### src/rtl/bcd_updown_counter.sv
`default_nettype none
// ============================================================================
// bcd_updown_counter : N-digit BCD up/down counter with load, clear, wrap/sat
// Revision: 1.0
// ============================================================================
module bcd_updown_counter #(
  parameter int DIGITS = 3,
  parameter bit WRAP   = 1'b1
) (
  input  logic                  clk,
  input  logic                  rst,
  input  logic                  cin,
  input  logic                  up_dn,
  input  logic                  clr,
  input  logic                  load,
  input  logic [4*DIGITS-1:0]   load_val,
  output logic [4*DIGITS-1:0]   q,
  output logic                  cout,
  output logic                  load_err
);

  localparam int W = 4 * DIGITS;

  logic [W-1:0]      r_q;
  logic              r_cout;
  logic              r_load_err;

  logic [W-1:0]      w_next;
  logic [DIGITS:0]   w_chain9;
  logic [DIGITS:0]   w_chain0;
  logic [DIGITS-1:0] w_nib_ok;
  logic              w_load_ok;
  logic              w_limit;

  assign w_chain9[0] = 1'b1;
  assign w_chain0[0] = 1'b1;

  // Digit k moves only when every lower digit sits at its roll-over value.
  generate
    for (genvar k = 0; k < DIGITS; k++) begin : g_digit
      logic [3:0] w_dig;
      logic [3:0] w_up;
      logic [3:0] w_dn;
      assign w_dig         = r_q[4*k +: 4];
      assign w_chain9[k+1] = w_chain9[k] & (w_dig == 4'd9);
      assign w_chain0[k+1] = w_chain0[k] & (w_dig == 4'd0);
      assign w_up          = (w_dig == 4'd9) ? 4'd0 : w_dig + 4'd1;
      assign w_dn          = (w_dig == 4'd0) ? 4'd9 : w_dig - 4'd1;
      assign w_next[4*k +: 4] = up_dn ? (w_chain9[k] ? w_up : w_dig)
                                      : (w_chain0[k] ? w_dn : w_dig);
      assign w_nib_ok[k]   = (load_val[4*k +: 4] <= 4'd9);
    end : g_digit
  endgenerate

  assign w_load_ok = &w_nib_ok;
  assign w_limit   = up_dn ? w_chain9[DIGITS] : w_chain0[DIGITS];

  always_ff @(posedge clk or posedge rst) begin
    if (rst) begin
      r_q        <= '0;
      r_cout     <= 1'b0;
      r_load_err <= 1'b0;
    end else begin
      r_cout     <= 1'b0;
      r_load_err <= 1'b0;
      if (clr) begin
        r_q <= '0;
      end else if (load) begin
        if (w_load_ok) begin
          r_q <= load_val;
        end else begin
          r_load_err <= 1'b1;
        end
      end else if (cin) begin
        // Saturating build holds at the limit but still flags the attempt.
        if (!(w_limit && !WRAP)) begin
          r_q <= w_next;
        end
        r_cout <= w_limit;
      end
    end
  end

  assign q        = r_q;
  assign cout     = r_cout;
  assign load_err = r_load_err;

endmodule : bcd_updown_counter
`default_nettype wire

### config.mk
export PLATFORM = sky130hd
export DESIGN_NAME = bcd_updown_counter
export DESIGN_NICKNAME = d
export VERILOG_FILES = /design/src/rtl/bcd_updown_counter.sv
export SDC_FILE = /design/constraint.sdc
export NUM_CORES = 1
export LEC_CHECK = 0
export CELL_PAD_IN_SITES_DETAIL_PLACEMENT = 0
export CELL_PAD_IN_SITES_GLOBAL_PLACEMENT = 2
export CORE_AREA = 2 2 69 71
export CTS_CLUSTER_DIAMETER = 200
export DETAILED_ROUTE_END_ITERATION = 12
export DIE_AREA = 0 0 71 73
export GPL_TIMING_DRIVEN = 0
export PLACE_DENSITY = 0.85
export SKIP_CTS_REPAIR_TIMING = 1
export SYNTH_ARGS = -nofsm -noshare
export SYNTH_HDL_FRONTEND = slang
export SYNTH_SLANG_ARGS = --single-unit
### constraint.sdc
create_clock -name clk -period 3 [get_ports clk]
set_clock_uncertainty 0.05 [all_clocks]
set_input_delay 0.6 -clock clk [delete_from_list [all_inputs] [get_ports clk]]
set_output_delay 0.6 -clock clk [all_outputs]
set_load 0.005 [all_outputs]
* Word level (Yosys, flattened, before mapping)
Cells that the tools add are included.
** Storage, ports and cells
- Register bits :: 14
- Input port bits :: 18
- Output and inout port bits :: 14
- Word-level logic and storage cells :: 58
** Cells by class
- Add/sub/neg operators :: 6
- $lt $le $gt $ge :: 3
- Equality and inequality tests :: 6
- Mux-type cells :: 24
- Bitwise operators :: 4
- Reduce and logical (&&, ||, !) cells :: 10
** Operators with widths (number)
- 4-bit 2-to-1 mux :: 13
- 12-bit 2-to-1 mux :: 4
- 4-bit by 1-bit adder with 4-bit output (second input constant) :: 3
- 4-bit equality test (second input constant) :: 3
- 4-bit less-or-equal comparator (second input constant) :: 3
- 4-bit logical NOT :: 3
- 4-bit by 1-bit subtractor with 4-bit output (second input constant) :: 3
- 4-bit by 1-bit != test with 1-bit output (second input constant) :: 2
- 4-bit AND reduction :: 2
- 4-bit nonzero test :: 2
- 1-bit 2-to-1 mux :: 7
- 1-bit bitwise AND :: 4
- 3-bit by 2-bit != test with 1-bit output (second input constant) :: 1
- 3-bit AND reduction :: 1
- 3-bit nonzero test :: 1
- 2-bit AND reduction :: 1

* Depth between registers and ports, before layout
Gate-level depths: netlist of the first run.
- Depth in word-level cells :: 7
- Gate-level depth with buffers :: 7

* Worst setup path after synthesis of the first run
OpenSTA, ideal clock, no wires.
- Kind :: register -> register
- Start point :: register r_q[0] (netlist: q[0])
- End point :: register r_q[10] (netlist: q[10])
- Data arrival time :: 1.817 ns
- Slack :: 1.012 ns
- Cell stages (with the launch flop) :: 8
- Buffers on the path :: 0
- Clock period less this slack :: 1.988 ns
- Cells stage by stage :: dfrtp_1 > inv_1 > ha_1 > or4b_4 > o22ai_2 > a21boi_1 > nand2b_4 > a22o_1
** On the way
- Longest elaborated chain between the ends :: 4
- Elaborated cells between the ends (all ways) :: 7
- Those cells by class :: eq/ne (2); bitwise (2); reduce/logical (3)
** Ends and longest elaborated chain
- from (decl) :: line 24 : logic [W-1:0] r_q;
- from (signal assigned) :: line 70 : r_q <= load_val;
- from (signal assigned) :: line 77 : r_q <= w_next;
- 4-bit equality test / 4-bit logical NOT (equally long branches) :: line 45, 46
- 1-bit bitwise AND, on equally long branches :: line 45, 46
- 4-bit by 1-bit != test with 1-bit output (no line) / 4-bit nonzero test (equally long branches)
- 4-bit AND reduction (no line) *
Mark *: on every way between the ends. The rest lies on a longest branch, timed or not.
A chain may end at the register's enable or synchronous reset.

* Final worst setup path of the first run
- Start point :: input load_val[6]
- End point :: register r_q[4] (netlist: q[4])
** On the way
- Longest elaborated chain between the ends :: 4
** Ends and longest elaborated chain
- from (decl) :: line 16 : input logic [4*DIGITS-1:0] load_val,
- 4-bit less-or-equal comparator :: line 51 : assign w_nib_ok[k] = (load_val[4*k +: 4] <= 4'd9);
- 3-bit AND reduction :: line 55 : assign w_load_ok = &w_nib_ok;
- 3-bit by 2-bit != test with 1-bit output (no line)
- 4-bit AND reduction (no line)
No other way between the ends.

==> flow_metrics.env, run 1 <==
export IMPL_reg2regPathDepth=7
export IMPL_cts_htree_levels=1
export IMPL_routed_vias=1397
export IMPL_timing_max_cap_violations=0
export IMPL_num_nets_final=221
export IMPL_cts_made_buffers=3
export IMPL_postRouteWirelength_um=4023
export IMPL_fp_dieW_um=71
export IMPL_first_global_vias=1348
export IMPL_synth_distinct_cells=48
export IMPL_post_synth_main_area_contributors="dfrtp_1 27%, a22o_1 4.7%, a211oi_1 4.0%, nor2_1 4.0%, clkbuf_1 3.8%"
export IMPL_final_critical_path_setup_slack_ns=0.5630
export IMPL_fin_total_pwr_w=0.0006771
export IMPL_crit_fanout=6
export IMPL_pin_count_of_the_biggest_net_entering_global_routing=15
export IMPL_regToRegSetupSlack_ns=0.80
export IMPL_result_of_the_run="finished clean"
export IMPL_grt_ovfl_total=0
export IMPL_synth_top_flop_cell="dfrtp_1"
export IMPL_maxSlewHeadroom_pct=60.92
export IMPL_antenna_violating_nets_post_route=0
export IMPL_design_die_area_um2=5183
export IMPL_yosysWarnings=0
export IMPL_shortest_clock_period_the_worst_path_allows_after_layout_ns=2.437
export IMPL_layout_drive_gt1_share_pct=7.035
export IMPL_drt_vias_per_instance=5.522
export IMPL_timing_fmax_mhz=410.3
export IMPL_mostFrequentLayoutCells="30 x clkdlybuf4s50_1, 14 x nor2_1, 14 x dfrtp_1"
export IMPL_report_final_slew_viol_count=0
export IMPL_antenna_violations_before_repair=0
export IMPL_power_density_nw_per_um2=393.3
export IMPL_io_pins=32
export IMPL_clkSlewWorstSetupHoldPaths_ns=0.07
export IMPL_clock_tree_from_tritoncts="built"
export IMPL_floorplan_die_height_um=73
export IMPL_core_area_um2=4536
export IMPL_synth_top_area_share_pct=26.97
export IMPL_tritoncts_num_sinks=14
export IMPL_rsz0062_at_grt="false"
export IMPL_dpl_worst_slack_ns=0.2986
export IMPL_clock_root_buffer="clkbuf_8"
export IMPL_layout_worst_path_cycle_share_pct=81.23
export IMPL_synth_cell_area_um2=1299
export IMPL_antenna_cells_inserted=0
export IMPL_layout_commonest_cell="clkdlybuf4s50_1"
export IMPL_syn2layout_area_growth_pct=32.56
export IMPL_port_buffers=30
export IMPL_hold_viol_final=0
export IMPL_grt_first_pass_wirelength_um=6699
export IMPL_detail_route_drc_violations=0
export IMPL_power_leakage_nw=0.6657
export IMPL_syn_area_per_cell_um2=7.871
export IMPL_ys_seq_area_share_pct=26.97
export IMPL_timing_critical_path_required_ns=3.12
export IMPL_setup_total_negative_slack_ns=0
export IMPL_std_cell_rows=25
export IMPL_number_of_flops_mapped_to_enable_cells_by_yosys=0
export IMPL_min_delay_path_class="input pin to asynchronous set/reset pin"
export IMPL_timing_final_setup_violations=0
export IMPL_starting_utilization_of_the_core_area_pct=28.63
export IMPL_clockBufferDepth=2
export IMPL_detail_route_first_pass_iterations=4
export IMPL_clk_latency_ns=0.26
export IMPL_path_class="input pin to flip-flop"
export IMPL_grt_total_usage_pct=16.38
export IMPL_max_vdd_ir_drop_mv=0.1394
export IMPL_synth_async_sr_flop_share_pct=100.0
export IMPL_critPathCaptureType="flip-flop"
export IMPL_synth_largest_area_cell="dfrtp_1"
export IMPL_synth_net_count=186
export IMPL_tightestPinTransition_ns=0.5800
export IMPL_yosys_register_bits=14
export IMPL_dp_hpwl_um=3006
export IMPL_drt_iter0_drc=68
export IMPL_worstSetupStartpointType="input pin"
export IMPL_worst_ep_arrival_time_ns=2.55
export IMPL_cells_after_synthesis=165
export IMPL_place_gp_congestion=0.8886
export IMPL_route_detailed_wl_per_inst_um=15.90
-- routing by layer --
| layer | wire length (um) | part of all wire (%) | track usage (%) |
|---|---|---|---|
| met1 | 1857 | 46 | 21.25 |
| met2 | 1890 | 47 | 27.62 |
| met3 | 209 | 5.2 | 2.486 |
| met4 | 66 | 1.6 | 6.080 |
| met5 | 0 | 0 | 0 |
-- state kept, by name, summed over array words and instances (netlist names) --
register,count
q,12
cout,1
load_err,1
-- synthesized netlist by cell type, types with 2 or more instances --
master      n
a2bb2oi_1   2
a31oi_1     4
a211oi_1    7
or3_1       2
o22ai_1     2
nand3_1     3
nor3_1      7
and3_1      2
nand2_1    10
nor2b_1     5
inv_1       7
a21oi_1     8
buf_2       2
o21ai_0     8
mux2i_1     2
a311oi_1    4
nor2_1     14
o31ai_1     4
ha_1        3
clkbuf_1   13
a22o_1      7
xnor2_1     3
nand3b_1    2
dfrtp_1    14
nand2b_1    3
nand4_1     3
o21a_1      3
-- metrics by stage --
stage / instances / utilization [%] / instance area (um^2) / hold slack, ns
floorplan: 165 / - / 1299 / 0.4392
global placement: 249 / 36.74 / 1667 / 0.6211
detailed placement: 249 / 36.74 / 1667 / 0.6338
CTS: 253 / 37.96 / 1722 / 0.6498
global route: 253 / 37.96 / 1722 / 0.6944
finish: 253 / 37.96 / 1722 / 0.6474
-- critical path, stage by stage --
cell and delay (ns):
clkdlybuf4s50_1 0.44, o21ai_0 0.50, nand4_1 0.29, nor2b_1 0.28, o21a_1 0.21, a311oi_1 0.23
-- logic make-up (layout without fill, tap and decap cells) --
kind of cell	Yosys count	in the layout	synth area share [%]
and+or+nand+nor	62	62	26.78
xor gates and xnor gates	3	3	2.023
AOI/OAI and AO/OA	58	58	32.37
buffers and inverters	23	57	7.419
muxes	2	2	1.541
DFF	14	14	26.98
adders and majority gates	3	3	2.890
-- power by group --
part	switching [W]	internal, W	leakage (nW)
clock network	0.0000850	0.000117	0.0288
registers	0.0000131	0.000204	0.188
logic	0.000135	0.000123	0.449
-- final cells by class --
type	count	area, um^2
well taps	54	67.56
inverters	7	26.28
repair buffers	30	300.3
fillers	478	2814
clock buffers	4	55.05
plain buffers	16	70.07
flip-flops and latches	14	350.3
multi-input cells	128	852.1
-- final timing paths --
path / from / to
setup / recovery: load_val[6] / q[4]
hold / removal: rst / q[6]
setup reg to reg: q[0] / q[10]
hold reg to reg: q[0] / q[0]
max in group asynchronous: rst / load_err
min in group clk: q[0] / q[0]
(Power assumes the default switching activity.)
==> run 2: changes to the inputs <==
--- a/config.mk
+++ b/config.mk
@@ -7,12 +7,12 @@
 export LEC_CHECK = 0
 export CELL_PAD_IN_SITES_DETAIL_PLACEMENT = 0
 export CELL_PAD_IN_SITES_GLOBAL_PLACEMENT = 2
-export CORE_AREA = 2 2 69 71
+export CORE_AREA = 2 2 76 78
 export CTS_CLUSTER_DIAMETER = 200
 export DETAILED_ROUTE_END_ITERATION = 12
-export DIE_AREA = 0 0 71 73
+export DIE_AREA = 0 0 78 80
 export GPL_TIMING_DRIVEN = 0
-export PLACE_DENSITY = 0.85
+export PLACE_DENSITY = 0.75
 export SKIP_CTS_REPAIR_TIMING = 1
 export SYNTH_ARGS = -nofsm -noshare
 export SYNTH_HDL_FRONTEND = slang
==> constraint.sdc (replaced) <==
create_clock -name clk -period 2.15 [get_ports clk]
set_clock_uncertainty 0.05 [all_clocks]
set_input_delay 0.43 -clock clk [delete_from_list [all_inputs] [get_ports clk]]
set_output_delay 0.43 -clock clk [all_outputs]
set_load 0.005 [all_outputs]
==> run 2 against run 1 <==
  * Total power is 33% higher
  * Critical path depth stayed put
  * Critical path type unchanged
  * Core utilization is 5.1 points lower
  * Sequential power is 39% higher
  * Largest power group unchanged
  * Sequential cell count stayed put
  * Via count is 3.0% lower
  * Global-route usage is 2.4 points lower
  * Clock-buffer cell count is 1 lower
  * Setup slack worse by 0.46 ns
  * Hold slack worse by 0.15 ns
  * Non-clock buffer count is 3 higher
  * Register-to-register slack worse by 0.68 ns
==> flow_metrics.env, run 2 (same netlist as run 1, synthesis figures left out) <==
export IMPL_tritoncts_num_sinks=14
export IMPL_floorplan_die_height_um=80
export IMPL_timing_final_setup_violations=0
export IMPL_timing_fmax_mhz=489.1
export IMPL_clock_root_buffer="clkbuf_8"
export IMPL_fp_dieW_um=78
export IMPL_report_final_slew_viol_count=0
export IMPL_critPathCaptureType="flip-flop"
export IMPL_clkSlewWorstSetupHoldPaths_ns=0.06
export IMPL_drt_iter0_drc=77
export IMPL_crit_fanout=10
export IMPL_cp_num_buf_inv=2
export IMPL_place_gp_congestion=0.8097
export IMPL_layout_worst_path_cycle_share_pct=95.09
export IMPL_maxSlewHeadroom_pct=62.26
export IMPL_antenna_violations_before_repair=0
export IMPL_clock_tree_from_tritoncts="built"
export IMPL_std_cell_rows=27
export IMPL_design_die_area_um2=6240
export IMPL_reg2regPathDepth=7
export IMPL_pin_count_of_the_biggest_net_entering_global_routing=15
export IMPL_crit_reg2reg_capture="q[10]"
export IMPL_grt_first_pass_wirelength_um=6927
export IMPL_starting_utilization_of_the_core_area_pct=24.03
export IMPL_regToRegSetupSlack_ns=0.12
export IMPL_dpl_worst_slack_ns=-0.4204
export IMPL_cts_made_buffers=3
export IMPL_layoutNonFillerInstCount=273
export IMPL_final_critical_path_setup_slack_ns=0.1055
export IMPL_layout_drive_gt1_share_pct=10.95
export IMPL_postRouteWirelength_um=4187
export IMPL_dp_hpwl_um=3155
export IMPL_clockBufferDepth=2
export IMPL_result_of_the_run="finished clean"
export IMPL_timing_max_cap_violations=0
export IMPL_largest_register_ffs=12
export IMPL_worst_ep_arrival_time_ns=2.15
export IMPL_detail_route_drc_violations=0
export IMPL_max_vdd_ir_drop_mv=0.2123
export IMPL_num_nets_final=224
export IMPL_mostFrequentLayoutCells="30 x clkdlybuf4s50_1, 14 x nor2_1, 13 x clkbuf_1"
export IMPL_path_class="input pin to flip-flop"
export IMPL_routed_vias=1355
export IMPL_detail_route_first_pass_iterations=4
export IMPL_antenna_cells_inserted=0
export IMPL_tightestPinTransition_ns=0.5655
export IMPL_syn2layout_area_growth_pct=36.70
export IMPL_timing_critical_path_slowest_stage_cell="clkdlybuf4s50_1"
export IMPL_first_global_vias=1299
export IMPL_port_buffers=30
export IMPL_shortest_clock_period_the_worst_path_allows_after_layout_ns=2.045
export IMPL_power_leakage_nw=0.6744
export IMPL_hold_viol_final=0
export IMPL_slowest_delay_ns=0.51
export IMPL_clk_latency_ns=0.25
export IMPL_layout_commonest_cell="clkdlybuf4s50_1"
export IMPL_core_area_um2=5405
export IMPL_worstReg2RegStart="q[1]"
export IMPL_grt_total_usage_pct=14.00
export IMPL_number_of_cells_after_detailed_placement=267
export IMPL_timing_critical_path_required_ns=2.25
export IMPL_route_detailed_wl_per_inst_um=15.34
export IMPL_worstSetupStartpointType="input pin"
export IMPL_power_density_nw_per_um2=508.2
export IMPL_drt_vias_per_instance=4.963
export IMPL_final_util_pct=32.85
export IMPL_crit_family="buffers and inverters"
export IMPL_path_cells="clkdlybuf4s50_1 > buf_2 > nand4_1 > nor2b_1 > o21a_1 > a311oi_1"
export IMPL_io_pins=32
export IMPL_grt_ovfl_total=0
export IMPL_min_delay_path_class="input pin to asynchronous set/reset pin"
export IMPL_cts_htree_levels=1
export IMPL_antenna_violating_nets_post_route=0
[run 2: cell count changes in the layout (fill, tap and decap cells not counted), moves of 2 or more]
| cell | before | now |
|---|---|---|
| buf_4 | 0 | 3 |
| o21ai_0 | 8 | 5 |
| dfrtp_2 | 0 | 2 |
| o21ai_2 | 1 | 3 |
| dfrtp_1 | 14 | 12 |
[run 2: how the worst max path moves through the flow]
stage	to	slack (ns)	depth (start not counted)	from
2_1_floorplan	q[10]	0.16	7	q[0]
3_3_place_gp	q[4]	-0.42	6	load_val[6]
3_5_place_dp	q[4]	-0.42	6	load_val[6]
4_1_cts	q[4]	-0.15	6	load_val[6]
5_1_grt	q[8]	-0.01	7	q[1]
6_report	q[4]	0.11	6	load
[run 2: worst reg2reg max path, delay by kind of cell (launching register included)]
family | cells | cell delay, ns
buffers and inverters | 1 | 0.10
AND/OR/NAND/NOR | 2 | 0.69
flip-flops | 1 | 0.45
adder cells (fa/ha/maj) | 1 | 0.17
AO/OA/AOI/OAI | 3 | 0.45
[run 2: layout make-up]
class	count	area, um^2
clock buffers	3	41.29
inverters	7	26.28
fillers	604	3630
multi-input cells	128	872.1
plain buffers	16	70.07
repair buffers	33	322.8
well taps	72	90.09
flip-flops and latches	14	352.8
[run 2: stage by stage]
step | hold slack, ns | instance area (um^2) | total power (W) | TNS [ns]
6_report | 0.4977 | 1775 | 0.0009023 | 0
5_1_grt | 0.5531 | 1775 | 0.0009734 | -0.009769
4_1_cts | 0.5395 | 1730 | 0.0008987 | -1.111
3_5_place_dp | 0.6575 | 1689 | 0.0006702 | -3.711
3_3_place_gp | 0.6591 | 1689 | 0.0006721 | -3.702
2_1_floorplan | 0.2692 | 1299 | 0.0005303 | 0
[run 2: where the power goes]
group | total (W) | leakage [nW] | switching, W | internal (W)
combinational | 0.000381 | 0.467 | 0.000198 | 0.000183
sequential | 0.000301 | 0.185 | 0.0000156 | 0.000286
clock | 0.000220 | 0.0216 | 0.0000959 | 0.000124
[run 2: per-layer routing]
metal | global-route usage [%] | vias to the layer above | part of all wire (%) | routed length [um]
li1 | - | 697 | - | -
met1 | 19.64 | 614 | 48 | 1996
met4 | 3.509 | 0 | 1.1 | 45
met5 | 0 | - | 0 | 0
met2 | 22.16 | 40 | 46 | 1929
met3 | 2.489 | 4 | 5.2 | 216
==> patch 1: new RTL, settings of run 2 <==
Change the parameter `DIGITS` from 3 to 2.
--- a/src/rtl/bcd_updown_counter.sv
+++ b/src/rtl/bcd_updown_counter.sv
@@ -4,7 +4,7 @@
 // Revision: 1.0
 // ============================================================================
 module bcd_updown_counter #(
-  parameter int DIGITS = 3,
+  parameter int DIGITS = 2,
   parameter bit WRAP   = 1'b1
 ) (
   input  logic                  clk,
Interface: changed (resized load_val and q); port bits go from 32 to 24. No check against the original RTL was run, so the function may have changed too.
==> patch 1 against run 2 <==
- die area is the same
- power down 21%
- routed wire length is 39% lower
- highest routed layer unchanged
- area after synthesis shrank 31%
- via count fell by 32%
- critical path depth unchanged
- first-iteration DRC count down 55%
- setup slack got worse by 0.018 ns
- sequential cell count shrank 4
- largest power group unchanged
- register-to-register slack got worse by 0.03 ns
- sequential power is 20% lower
- cell area down 27%
==> patch 1: results (changes against run 2) <==
- Status: completed
- Area growth syn-to-layout: 42.9%
- Layout Nets: 161 (-28%)
- Non-clk invs: 10 (+3)
- Leakage Power: 0.506 nW (-25%)
- Placed cells: 209 (-22%)
- Non-CTS buffers: 32 (-35%)
- Vias in the first global route: 911 (-30%)
- Top delay family on crit path: compound AO/OA/AOI/OAI gates
- Dpl ws: -0.275 ns (+0.145 ns)
- Max reg flops: 8 (-4)
- Net Count, Synth: 133 (-28%)
- IO buf count: 22 (-27%)
- Final HPWL DP: 1950 µm (-38%)
- Critical path's slowest cell: dfrtp_2
- Sequential cell count: 10 (-4)
- Max VDD drop: 223 µV (+5.2%)
- Power Dens Cells: 553 nW/µm² (+8.8%)
- Dpl cell area: 1210 µm² (-28%)
- Hold_ws: 0.434 ns (-0.0637 ns)
- Multi-input gates: 86 (-33%)
- Pin slew with the least headroom to its limit: 0.490 ns (-0.0760 ns)
- Ranking of synthesized cells by area: dfrtp_1 (28%), ha_1 (5.5%), nand2_1 (5.0%)
- R2R cell count: 6 (-1)
- Sequential power share: 33.9% (+0.5 points)
- First-pass GRT wire length: 4290 µm (-38%)
- Finished Layout Cells: 213 (-22%)
- Final Cycle Share: 95.9% (+0.83 points)
- Critical path capture point: q[6]$_DFFE_PP0P_
- CP peak stage delay: 0.47 ns (-0.04 ns)
- Logic power comb: 0.279 mW (-27%)
- Pin count of the biggest net entering global routing: 11 (-4)
- Switching power: 0.241 mW (-22%)
- Fraction of area in registers: 19.6% (-0.26 points)
- Clock-cell share: 3.20% (+0.88 points)
- Setup crit start: q[0]$_DFFE_PP0P_
- Total track usage: 8.50% (-5.5 points)
- Overall routed net length: 2570 µm (-39%)
- Synth unique cells: 36 (-25%)
- Cells after Synth: 115 (-30%)
[patch 1: changes by cell type in the layout (fill, tap and decap cells not counted), moves of 4 or more]
cell and delta:
clkdlybuf4s50_1 -8, dfrtp_1 -4, nor3_1 -4, nor2b_1 -5
nor2_1 -6, a22o_1 -7, clkbuf_1 -6, a211oi_1 -5
[patch 1: cell families (layout without fill, tap and decap cells)]
family,Yosys count,in the layout,share of synthesized area (%)
and+or+nand+nor,40,40,22.2
AOI/OAI and AO/OA,37,37,30.5
buffers and inverters,19,45,8.88
muxes,2,2,2.22
adders and majority gates,4,4,5.55
xor gates and xnor gates,3,3,2.91
DFF,10,10,27.7
[patch 1: routing by layer]
metal | part of all wire [%] | GRT usage [%] | vias to the layer above
li1 | - | - | 474
met1 | 49 | 11.5 | 423
met2 | 46 | 13.5 | 24
met3 | 2.8 | 0.226 | 4
met4 | 2.2 | 4.91 | 0
met5 | 0 | 0 | -
==> patch 2: new RTL, config.mk and constraints of run 2 <==
Made on the original files. Make the reset (`rst`) synchronous in one clocked block.
--- a/src/rtl/bcd_updown_counter.sv
+++ b/src/rtl/bcd_updown_counter.sv
@@ -55,7 +55,7 @@
   assign w_load_ok = &w_nib_ok;
   assign w_limit   = up_dn ? w_chain9[DIGITS] : w_chain0[DIGITS];
 
-  always_ff @(posedge clk or posedge rst) begin
+  always_ff @(posedge clk) begin
     if (rst) begin
       r_q        <= '0;
       r_cout     <= 1'b0;
Behaviour: differs if rst is asserted again (counterexample within 4 cycles, from zero or initial values and one cycle with rst high); with rst held inactive, the same outputs for 10 cycles.
==> patch 2 against run 2 <==
- power shrank 15%
- sequential share of layout area shrank 3.2 points
- largest power group is now registers
- largest cell class unchanged
- sequential cell count did not move
- global-route usage fell by 0.72 points
- critical endpoint is now q[8]$_SDFFE_PP0P_
- worst hold slack better by 0.088 ns
- routed wire length fell by 5.1%
- register-to-register slack gained 0.23 ns
- cell area fell by 5.1%
- area after synthesis is 6.2% lower
- clock power increased by 23%
- combinational power fell by 44%
- sequential power down 7.0%
- setup slack gained 0.0089 ns
==> patch 2: results (changes against run 2) <==
- Dpl cell area: 1620 µm² (-4.1%)
- Overall routed net length: 3970 µm (-5.1%)
- Leakage Power: 0.577 nW (-14%)
- IO buf count: 31 (+3.3%)
- Seq/Total Area, Yosys: 23.0% (-4.0 points)
- Via count: 1,369 (+1.0%)
- FILL cells: 623 (+3.1%)
- Crit Path Max Fanout: 10 (unchanged)
- R2R Setup Slk: 0.35 ns (+0.23 ns)
- CP peak stage delay: 0.49 ns (-0.02 ns)
- R2R cell count: 6 (-1)
- Hold_ws: 0.585 ns (+0.0876 ns)
- HP Class: reg -> reg
- Share of layout cells above drive strength 1: 14.2% (+3.3 points)
- Ranking of synthesized cells by area: dfxtp_1 (23%), o21ai_0 (7.8%), xnor2_1 (3.6%)
- Final hold vios: 0 (unchanged)
- Ys async rst share: 0% (-100 points)
- Worst r2r src: q[9]$_SDFFE_PP0P_
- First-pass GRT wire length: 6600 µm (-4.7%)
- Main synth FF type: dfxtp_1
- Max_slew headroom: 48.1% (-14 points)
- Net Count, Synth: 179 (-3.8%)
- Total track usage: 13.3% (-0.72 points)
- Vias in the first global route: 1,328 (+2.2%)
- Post-synth top cells: o21ai_0 (19), dfxtp_1 (14), nand2_1 (11), a21oi_1 (8), nand3_1 (8)
- Net Sw Frac: 29.9% (-4.3 points)
- Syn avg cell area: 7.57 µm² (-3.8%)
- Worst r2r dst: q[11]$_SDFFE_PP0P_
- Drt wl/cell: 14.8 µm (-3.7%)
- Pin count of the biggest net entering global routing: 11 (-4)
- Max VDD drop: 176 µV (-17%)
- GP Congestion: 0.769 (-5.1%)
- Synth unique cells: 55 (+15%)
- Layout Nets: 216 (-3.6%)
- Drt initial violations: 46 (-40%)
- Placed cells: 264 (-1.1%)
- Final HPWL DP: 2920 µm (-7.3%)
- Status: completed
-- patch 2: cell types whose count changed after synthesis, sizes merged, moves of 3 or more --
| cell | run 2 | this run |
|---|---|---|
| a211oi | 7 | 4 |
| a22o | 7 | 1 |
| buf | 3 | 9 |
| clkbuf | 13 | 5 |
| dfrtp | 14 | 0 |
| dfxtp | 0 | 14 |
| ha | 3 | 0 |
| nand3 | 4 | 9 |
| nor2 | 15 | 7 |
| o21a | 3 | 0 |
| o21ai | 9 | 20 |
-- patch 2: per-layer routing --
layer	up-vias	GRT usage [%]	part of all wire, %
met2	29	22.9	48
met5	-	0	0
met1	649	16.8	47
met4	0	4.74	1.2
li1	685	-	-
met3	6	1.92	3.4
-- patch 2: cell type report --
cell class	count	area [µm²]	area share [%]
clock buffers	4	55.1	3.27
repair buffers	32	318	18.9
well taps	72	90.1	5.35
plain buffers	14	75.1	4.46
flip-flops and latches	14	280	16.6
inverters	6	22.5	1.34
multi-input cells	127	843	50.1
-- patch 2: cells by family after synthesis --
| family | count (synthesis) | synth area share [%] |
|---|---|---|
| AO/OA/AOI/OAI | 59 | 33.8 |
| XOR/XNOR | 5 | 3.59 |
| buffers and inverters | 20 | 7.80 |
| flip-flops | 14 | 23.0 |
| multiplexers | 1 | 0.821 |
| AND/OR/NAND/NOR | 62 | 31.0 |
-- patch 2: per-stage QoR --
step	power, mW	setup WS (ns)
6_report	0.763	0.114
5_1_grt	0.800	0.0185
4_1_cts	0.766	-0.118
3_5_place_dp	0.498	-0.381
3_3_place_gp	0.499	-0.397
2_1_floorplan	0.410	0.553
-- patch 2: power groups by stage --
stage | registers [mW] | clock network (mW) | logic [mW]
global route | 0.282 | 0.281 | 0.237
detailed placement | 0.286 | 0 | 0.212
floorplan | 0.284 | 0 | 0.126
finish | 0.280 | 0.270 | 0.213
global placement | 0.286 | 0 | 0.212
CTS | 0.280 | 0.273 | 0.213
-- patch 2: worst register-to-register path, delay by kind of cell (launching register included) --
kind            cells  cell delay (ns)
compound gates      4             0.75
xor+xnor            1             0.17
buf+inv             1             0.37
flops               1             0.34
-- patch 2: worst max path at each step --
stage | to | startpoint | slack [ns] | cells past startpoint
5_1_grt | q[8]$_SDFFE_PP0P_ | up_dn | 0.02 | 6
3_3_place_gp | q[8]$_SDFFE_PP0P_ | load | -0.40 | 5
3_5_place_dp | q[8]$_SDFFE_PP0P_ | load | -0.38 | 5
4_1_cts | q[8]$_SDFFE_PP0P_ | load | -0.12 | 5
6_report | q[8]$_SDFFE_PP0P_ | up_dn | 0.11 | 6
2_1_floorplan | q[11]$_SDFFE_PP0P_ | q[9]$_SDFFE_PP0P_ | 0.55 | 6
